File: src/rtl/ecc_secded_codec.sv
// Pipelined Hamming SECDED encoder/decoder with scrub correction.
// Two register stages, valid/ready flow control, saturating CE/UE counters.
module ecc_secded_codec #(
  parameter int DATA_W = 64,
  parameter int COUNT_W = 16,
  localparam int R =
    $clog2(DATA_W + 1 + $clog2(DATA_W + 1 + $clog2(DATA_W + 1))),
  localparam int CHECK_W = R + 1,
  localparam int CW = DATA_W + CHECK_W
) (
  input  logic               sys_clk,
  input  logic               sys_rst_n,
  input  logic               in_valid,
  output logic               in_ready,
  input  logic               in_mode,
  input  logic [CW-1:0]      in_word,
  output logic               out_valid,
  input  logic               out_ready,
  output logic [CW-1:0]      out_word,
  output logic [CHECK_W-1:0] out_syndrome,
  output logic               out_ce,
  output logic               out_ue,
  input  logic               clr_counts,
  output logic [COUNT_W-1:0] ce_count,
  output logic [COUNT_W-1:0] ue_count
);

  function automatic int dpos(input int j);
    int c;
    int p;
    c = 0;
    p = 0;
    for (int q = 1; q <= DATA_W + R; q++) begin
      if ((q & (q - 1)) != 0) begin
        if (c == j) p = q;
        c++;
      end
    end
    return p;
  endfunction

  localparam logic [R-1:0] NPOS = R'(DATA_W + R);

  // Hamming position of each data bit, resolved at elaboration
  logic [R-1:0] w_pos [DATA_W];
  for (genvar j = 0; j < DATA_W; j++) begin : g_pos
    localparam int P = dpos(j);
    assign w_pos[j] = R'(P);
  end

  logic [DATA_W-1:0] w_din;
  logic [R-1:0]      w_ham;
  logic [CW-1:0]     w_enc;
  logic [R-1:0]      w_syn;
  logic              w_par;

  assign w_din = in_word[DATA_W-1:0];

  always_comb begin
    w_ham = '0;
    for (int j = 0; j < DATA_W; j++) begin
      for (int i = 0; i < R; i++) begin
        if (w_pos[j][i]) w_ham[i] = w_ham[i] ^ w_din[j];
      end
    end
  end

  assign w_enc = {(^w_din) ^ (^w_ham), w_ham, w_din};
  assign w_syn = w_ham ^ in_word[DATA_W +: R];
  assign w_par = ^in_word;

  logic          r_v1;
  logic          r_mode1;
  logic [CW-1:0] r_word1;
  logic [R-1:0]  r_syn1;
  logic          r_par1;

  logic w_s2_rdy;
  logic w_adv1;
  logic w_acc;
  logic w_hs;

  assign w_s2_rdy = ~out_valid | out_ready;
  assign w_adv1   = r_v1 & w_s2_rdy;
  assign in_ready = ~r_v1 | w_adv1;
  assign w_acc    = in_valid & in_ready;
  assign w_hs     = out_valid & out_ready;

  always_ff @(posedge sys_clk or negedge sys_rst_n) begin
    if (!sys_rst_n) begin
      r_v1    <= 1'b0;
      r_mode1 <= 1'b0;
      r_word1 <= '0;
      r_syn1  <= '0;
      r_par1  <= 1'b0;
    end else begin
      if (w_acc) begin
        r_v1    <= 1'b1;
        r_mode1 <= in_mode;
        r_word1 <= in_mode ? in_word : w_enc;
        r_syn1  <= w_syn;
        r_par1  <= w_par;
      end else if (w_adv1) begin
        r_v1 <= 1'b0;
      end
    end
  end

  logic [CW-1:0] w_flip;
  logic          w_fix;
  logic          w_ue1;
  logic [CW-1:0] w_corr;

  assign w_fix = r_par1 & (r_syn1 <= NPOS);
  assign w_ue1 = r_par1 ? (r_syn1 > NPOS) : (r_syn1 != '0);

  // One-hot flip mask; syndrome 0 with odd parity means check[R] itself
  always_comb begin
    w_flip = '0;
    for (int j = 0; j < DATA_W; j++) begin
      w_flip[j] = (w_pos[j] == r_syn1);
    end
    for (int i = 0; i < R; i++) begin
      w_flip[DATA_W+i] = (r_syn1 == (R'(1) << i));
    end
    w_flip[CW-1] = (r_syn1 == '0);
  end

  assign w_corr = w_fix ? (r_word1 ^ w_flip) : r_word1;

  always_ff @(posedge sys_clk or negedge sys_rst_n) begin
    if (!sys_rst_n) begin
      out_valid    <= 1'b0;
      out_word     <= '0;
      out_syndrome <= '0;
      out_ce       <= 1'b0;
      out_ue       <= 1'b0;
    end else begin
      if (w_adv1) begin
        out_valid    <= 1'b1;
        out_word     <= r_mode1 ? w_corr : r_word1;
        out_syndrome <= r_mode1 ? {r_par1, r_syn1} : '0;
        out_ce       <= r_mode1 & w_fix;
        out_ue       <= r_mode1 & w_ue1;
      end else if (out_ready) begin
        out_valid <= 1'b0;
      end
    end
  end

  always_ff @(posedge sys_clk or negedge sys_rst_n) begin
    if (!sys_rst_n) begin
      ce_count <= '0;
      ue_count <= '0;
    end else if (clr_counts) begin
      ce_count <= '0;
      ue_count <= '0;
    end else if (w_hs) begin
      if (out_ce && !(&ce_count)) ce_count <= ce_count + 1'b1;
      if (out_ue && !(&ue_count)) ue_count <= ue_count + 1'b1;
    end
  end

endmodule

File: config.mk
export PLATFORM = sky130hd
export DESIGN_NAME = ecc_secded_codec
export DESIGN_NICKNAME = d
export VERILOG_FILES = /design/src/rtl/ecc_secded_codec.sv
export SDC_FILE = /design/constraint.sdc
export NUM_CORES = 1
export LEC_CHECK = 0
export CAP_MARGIN = 10
export CORE_MARGIN = 10
export CORE_UTILIZATION = 45
export CTS_CLUSTER_DIAMETER = 40
export DETAILED_ROUTE_END_ITERATION = 10
export HOLD_SLACK_MARGIN = 0.08
export PLACE_DENSITY = 0.73
export SLEW_MARGIN = 15
export SYNTH_ARGS = -nofsm -noshare
export SYNTH_HDL_FRONTEND = slang
export SYNTH_SLANG_ARGS = --single-unit
export TNS_END_PERCENT = 10
File: constraint.sdc
create_clock -name sys_clk -period 2.4 [get_ports sys_clk]
set_clock_uncertainty 0.15 [all_clocks]
set_input_delay 0.48 -clock sys_clk [delete_from_list [all_inputs] [get_ports sys_clk]]
set_output_delay 0.48 -clock sys_clk [all_outputs]
set_load 0.1 [all_outputs]
# Word-level counts from Yosys, hierarchy flattened
# Index checks and enable logic that the tools add are counted.
[classes]
bitwise_logic = 211
eq_ne = 71
addsub = 2
n_mux = 15
n_reduce_logical = 18
n_lt_le_gt_ge = 2
[ops]
columns = ["op", "n"]
rows = [
  ["$eq A6 B7 Y1 const A", 31],
  ["$mux W72", 3],
  ["$xor A1 B1 Y1", 199],
  ["$eq A5 B7 Y1 const A", 15],
  ["$mux W16", 6],
  ["$reduce_xor A72 Y1", 1],
  ["$xor A72 B72 Y72", 1],
  ["$reduce_xor A64 Y1", 1],
  ["$eq A4 B7 Y1 const A", 7],
  ["$eq A7 B7 Y1 const A", 7],
  ["$add A16 B1 Y16 const B", 2],
  ["$reduce_and A16 Y1", 2],
  ["$eq A3 B7 Y1 const A", 3],
  ["$reduce_bool A2 Y1", 5],
  ["$mux W8", 1],
  ["$eq A2 B7 Y1 const A", 1],
  ["$eq A7 B1 Y1 const B", 1],
  ["$eq A7 B2 Y1 const B", 1],
  ["$eq A7 B3 Y1 const B", 1],
  ["$eq A7 B4 Y1 const B", 1],
  ["$eq A7 B5 Y1 const B", 1],
  ["$eq A7 B6 Y1 const B", 1],
  ["$eq A7 B7 Y1 const B", 1],
  ["$gt A7 B7 Y1 const B", 1],
  ["12 further kinds", 26],
]
[word_totals]
wordCells = 331
in_bits = 78
ff_bits = 197

# Depth between registers and ports, before layout
[depth]
depth_word = 37
ltp_mapped = 9
mapped_depth_nobuf = 9

# Least setup slack after synthesis
# No wires, ideal clock.
[synth_path]
path_kind = "flip-flop to flip-flop"
startpoint = "register out_valid"
endpoint = "register r_word1[18]"
slack_ps = -1436
t_required_ps = 2125
stages_incl_launch_ff = 6
synth_period_minus_slack_ps = 3836
t_arrival_ps = 3561
path_cell_list = "dfrtp_1 > nand3b_1 > nand2_1 > buf_1 > clkbuf_1 > mux2_2"
[synth_between]
elab_chain_cells = 5
[synth_lines]
columns = ["element", "line_no", "source"]
rows = [
  ["from (decl)", "17", "output logic out_valid,"],
  ["from (signal assigned)", "133", "out_valid <= 1'b0;"],
  ["from (signal assigned)", "140", "out_valid <= 1'b1;"],
  ["from (signal assigned)", "146", "out_valid <= 1'b0;"],
  ["$not A1 Y1", "83", "assign w_s2_rdy = ~out_valid | out_ready;"],
  ["$or A1 B1 Y1", "83", ""],
  ["$and A1 B1 Y1", "84", "assign w_adv1 = r_v1 & w_s2_rdy;"],
  ["$or A1 B1 Y1", "85", "assign in_ready = ~r_v1 | w_adv1;"],
  ["named net in_ready", "14", "output logic in_ready,"],
  ["$and A1 B1 Y1", "86", "assign w_acc = in_valid & in_ready;"],
  ["to (signal assigned)", "100", "r_word1 <= in_mode ? in_word : w_enc;"],
  ["to (decl)", "74", "logic [CW-1:0] r_word1;"],
]
# The timed path passes the listed nets, and every way through them passes these cells.
# A chain may end at the register's enable or synchronous reset.

# Worst setup path in the final report
[layout_path]
startpoint = "input in_word[38]"
endpoint = "register r_word1[71]"
[layout_between]
elab_chain_cells = 22
word_cells_on_any_way = 63
[layout_lines]
columns = ["element", "line_no", "source"]
rows = [
  ["from (decl)", "16", "input logic [CW-1:0] in_word,"],
  ["$xor A1 B1 Y1 (19 in series)", "63", "if (w_pos[j][i]) w_ham[i] = w_ham[i] ^ w_din[j];"],
  ["$reduce_xor A7 Y1", "68", "assign w_enc = {(^w_din) ^ (^w_ham), w_ham, w_din};"],
  ["$xor A1 B1 Y1 (*)", "68", ""],
  ["$mux W72 (*)", "100", ""],
]
# Every way passes the cells marked *; elsewhere a longest branch is shown, timed or not.

==> results.ini <==
[route]
drtIter0Drc=654
drc_errors=0
wl_um=30900
ant_nets=0
detail_route.wl_per_cell_um=19.6
via_count=8083
dr.pass1.iters=5
routed_via_density=5.13

[synthesis]
yosys_most_used_dff=dfrtp_1
ys_seq_area_frac=0.477
synthSimpleGateAreaFrac=0.132
synth_edf_count=0
synth_top_family_by_area=XOR/XNOR gates
synth_area_um2=10300
synthAdderAreaFrac=0.00242
async_flop_share=1.00
syn_area_per_cell_um2=10.5
syn-num-nets=1065
synth-xor-area-share=0.233
syn_inst=985
synth_compound_area_frac=0.0589
synth_cell_types=45
synth_seq_cells=197
synth_mux_area_frac=0.0779
yosysWarnings=0

[placed_design]
dpl-instance-area_um2=13300
place_hpwl_um=23800
portBuffers=193
dp_slack_ps=-1060
dp.cells=1536
place.gp.congestion=0.900

[die]
core_um2=22600
initial_utilization=0.456
die_x_um=171
die_area_um2=29400
die_h_um=171
rows=55
io-pin-count=194

[global_routing]
grt_first_pass_wirelength_um=46700
grt_max_degree=52
overflow=0
grt_usage=0.207
antenna_found_initial=1
grt_pass1_vias=8335

[layout]
seqCellArea_um2=4940
final_common_cell=buf_4
mostFrequentLayoutCells=buf_4, dfrtp_1, nand2_1
area_delta_synth_final_pct=38.7
fin_area_um2=14300
fin_nets=1359
layout-drive-gt1-share=0.344
multi_input_area_um2=5710
instances_no_fill=1577
nFillCells=1795

[timing]
hold_viol_final=0
period_share=1.18
clock.fmax_ghz=0.353
setup_ws_ps=-436
rsz0062_at_grt=true
finalSetupTns_ps=-586
final-setup-viol-count=5
period_needed_ps=2840
tightest_slew_ps=668
finalMaxSlewViolations=0
relSlewSlack=0.551

[critical_path]
worstPathMaxFanout=3
startpoint_type=primary input
crit_path_end_kind=flip-flop
crit_type=in -> reg
critPathRequiredTime_ps=2590
arrival_ps=3030

[run_status]
violations=negative setup slack
status=complete, but fails checks

[worst_hold_path]
hold_path_class=in -> reg

[power_and_ir_drop]
power.density_nw_per_um2=1140
p_total_mw=16.3
vdd_drop_max_mv=0.774
p_leak_nw=6.58

[clock_network]
cts_max_path_buffers=2
path_clk_slew_ps=70
cts.sinks=197
cts_tree=done
cts-htree-levels=4
root_buffer=clkbuf_16
worst_skew_pair.late_latency_ps=430
numCtsBuffers=17

[run]
max_cap_viol_count=0

[metal layers]
layer	vias to the layer above	GRT usage	share of wire
met5	-	0	0
met4	0	0.0718	0.027
met3	54	0.0557	0.075
met2	283	0.331	0.47
met1	3900	0.266	0.42
li1	3846	-	-
[flip-flops by register name, indices dropped and copies added (netlist names)]
register and flops:
ce_count 16, out_ce 1, out_syndrome 8, out_ue 1, out_valid 1, out_word 72
r_mode1 1, r_par1 1, r_syn1 7, r_v1 1, r_word1 72, ue_count 16
[what timing repair did]
action	CTS	global route
gates resized for setup	93	90
hold endpoints to repair	35	0
buffers inserted	4	7
pin swaps	30	26
hold buffers	1	0
setup endpoints to repair	20	21
[where the power goes]
part / internal, mW / leakage [nW] / switching (mW)
logic: 3.45 / 3.87 / 5.51
clock network: 1.60 / 0.286 / 1.30
registers: 3.97 / 2.43 / 0.506
total: 9.02 / 6.58 / 7.31
[Yosys cell counts (5+ instances only)]
cell | n | share of area
xnor2_2 | 5 | 0.0079
mux2i_1 | 5 | 0.0048
xor2_1 | 87 | 0.074
nor2_1 | 72 | 0.026
o21ai_1 | 33 | 0.016
nor2b_1 | 5 | 0.0030
xnor3_1 | 14 | 0.031
clkbuf_1 | 39 | 0.014
buf_1 | 6 | 0.0022
nand2b_1 | 7 | 0.0042
nand3_1 | 23 | 0.011
nor3_1 | 9 | 0.0044
a21oi_1 | 11 | 0.0053
mux2_2 | 67 | 0.073
dfrtp_1 | 197 | 0.48
nand2_1 | 167 | 0.061
xnor2_1 | 120 | 0.10
nand4_1 | 12 | 0.0073
o21ai_0 | 64 | 0.031
[final cells by class]
| class | count | share of cell area |
|---|---|---|
| diodes | 1 | 0.000175 |
| clock buffers | 21 | 0.0322 |
| clock inverters | 10 | 0.00839 |
| inverters | 3 | 0.000786 |
| multi-input cells | 740 | 0.399 |
| flip-flops and latches | 197 | 0.345 |
| well taps | 285 | 0.0249 |
| repair buffers | 320 | 0.189 |
[path summary, 6_finish.rpt]
check | from | end | slack [ps] | cells after the start
setup / recovery | in_word[38] | r_word1[71]$_DFFE_PN0P_ | -440 | 10
hold / removal | in_word[27] | r_word1[27]$_DFFE_PN0P_ | 150 | 2
max in group asynchronous | sys_rst_n | out_word[35]$_DFFE_PN0P_ | 1120 | 3
min in group asynchronous | sys_rst_n | ue_count[4]$_DFFE_PN0P_ | 390 | 2
setup reg to reg | r_syn1[5]$_DFFE_PN0P_ | out_word[22]$_DFFE_PN0P_ | 110 | 8
hold reg to reg | out_word[24]$_DFFE_PN0P_ | out_word[24]$_DFFE_PN0P_ | 330 | 2
[worst max-delay path, cell delays in order]
cell and delay [ps]:
dlygate4sd2_1 310, xnor2_1 210, xnor2_1 140, buf_4 160
xnor3_1 410, xor3_1 400, xor2_1 220, xnor3_2 300
xor2_1 190, o311ai_2 210
[through the flow]
stage / hold WS (ps) / utilization
floorplan: 34.4 / -
global route: 164 / 0.632
global placement: 289 / 0.588
CTS: 213 / 0.621
finish: 147 / 0.632
detailed placement: 294 / 0.588
[logic make-up after synthesis]
group,after synthesis
AND/OR/NAND/NOR,317
XOR/XNOR,234
flip-flops,197
AO/OA/AOI/OAI,115
multiplexers,72
buffers and inverters,48
adder cells (fa/ha/maj),2
Power figures use the tool's default switching activity.
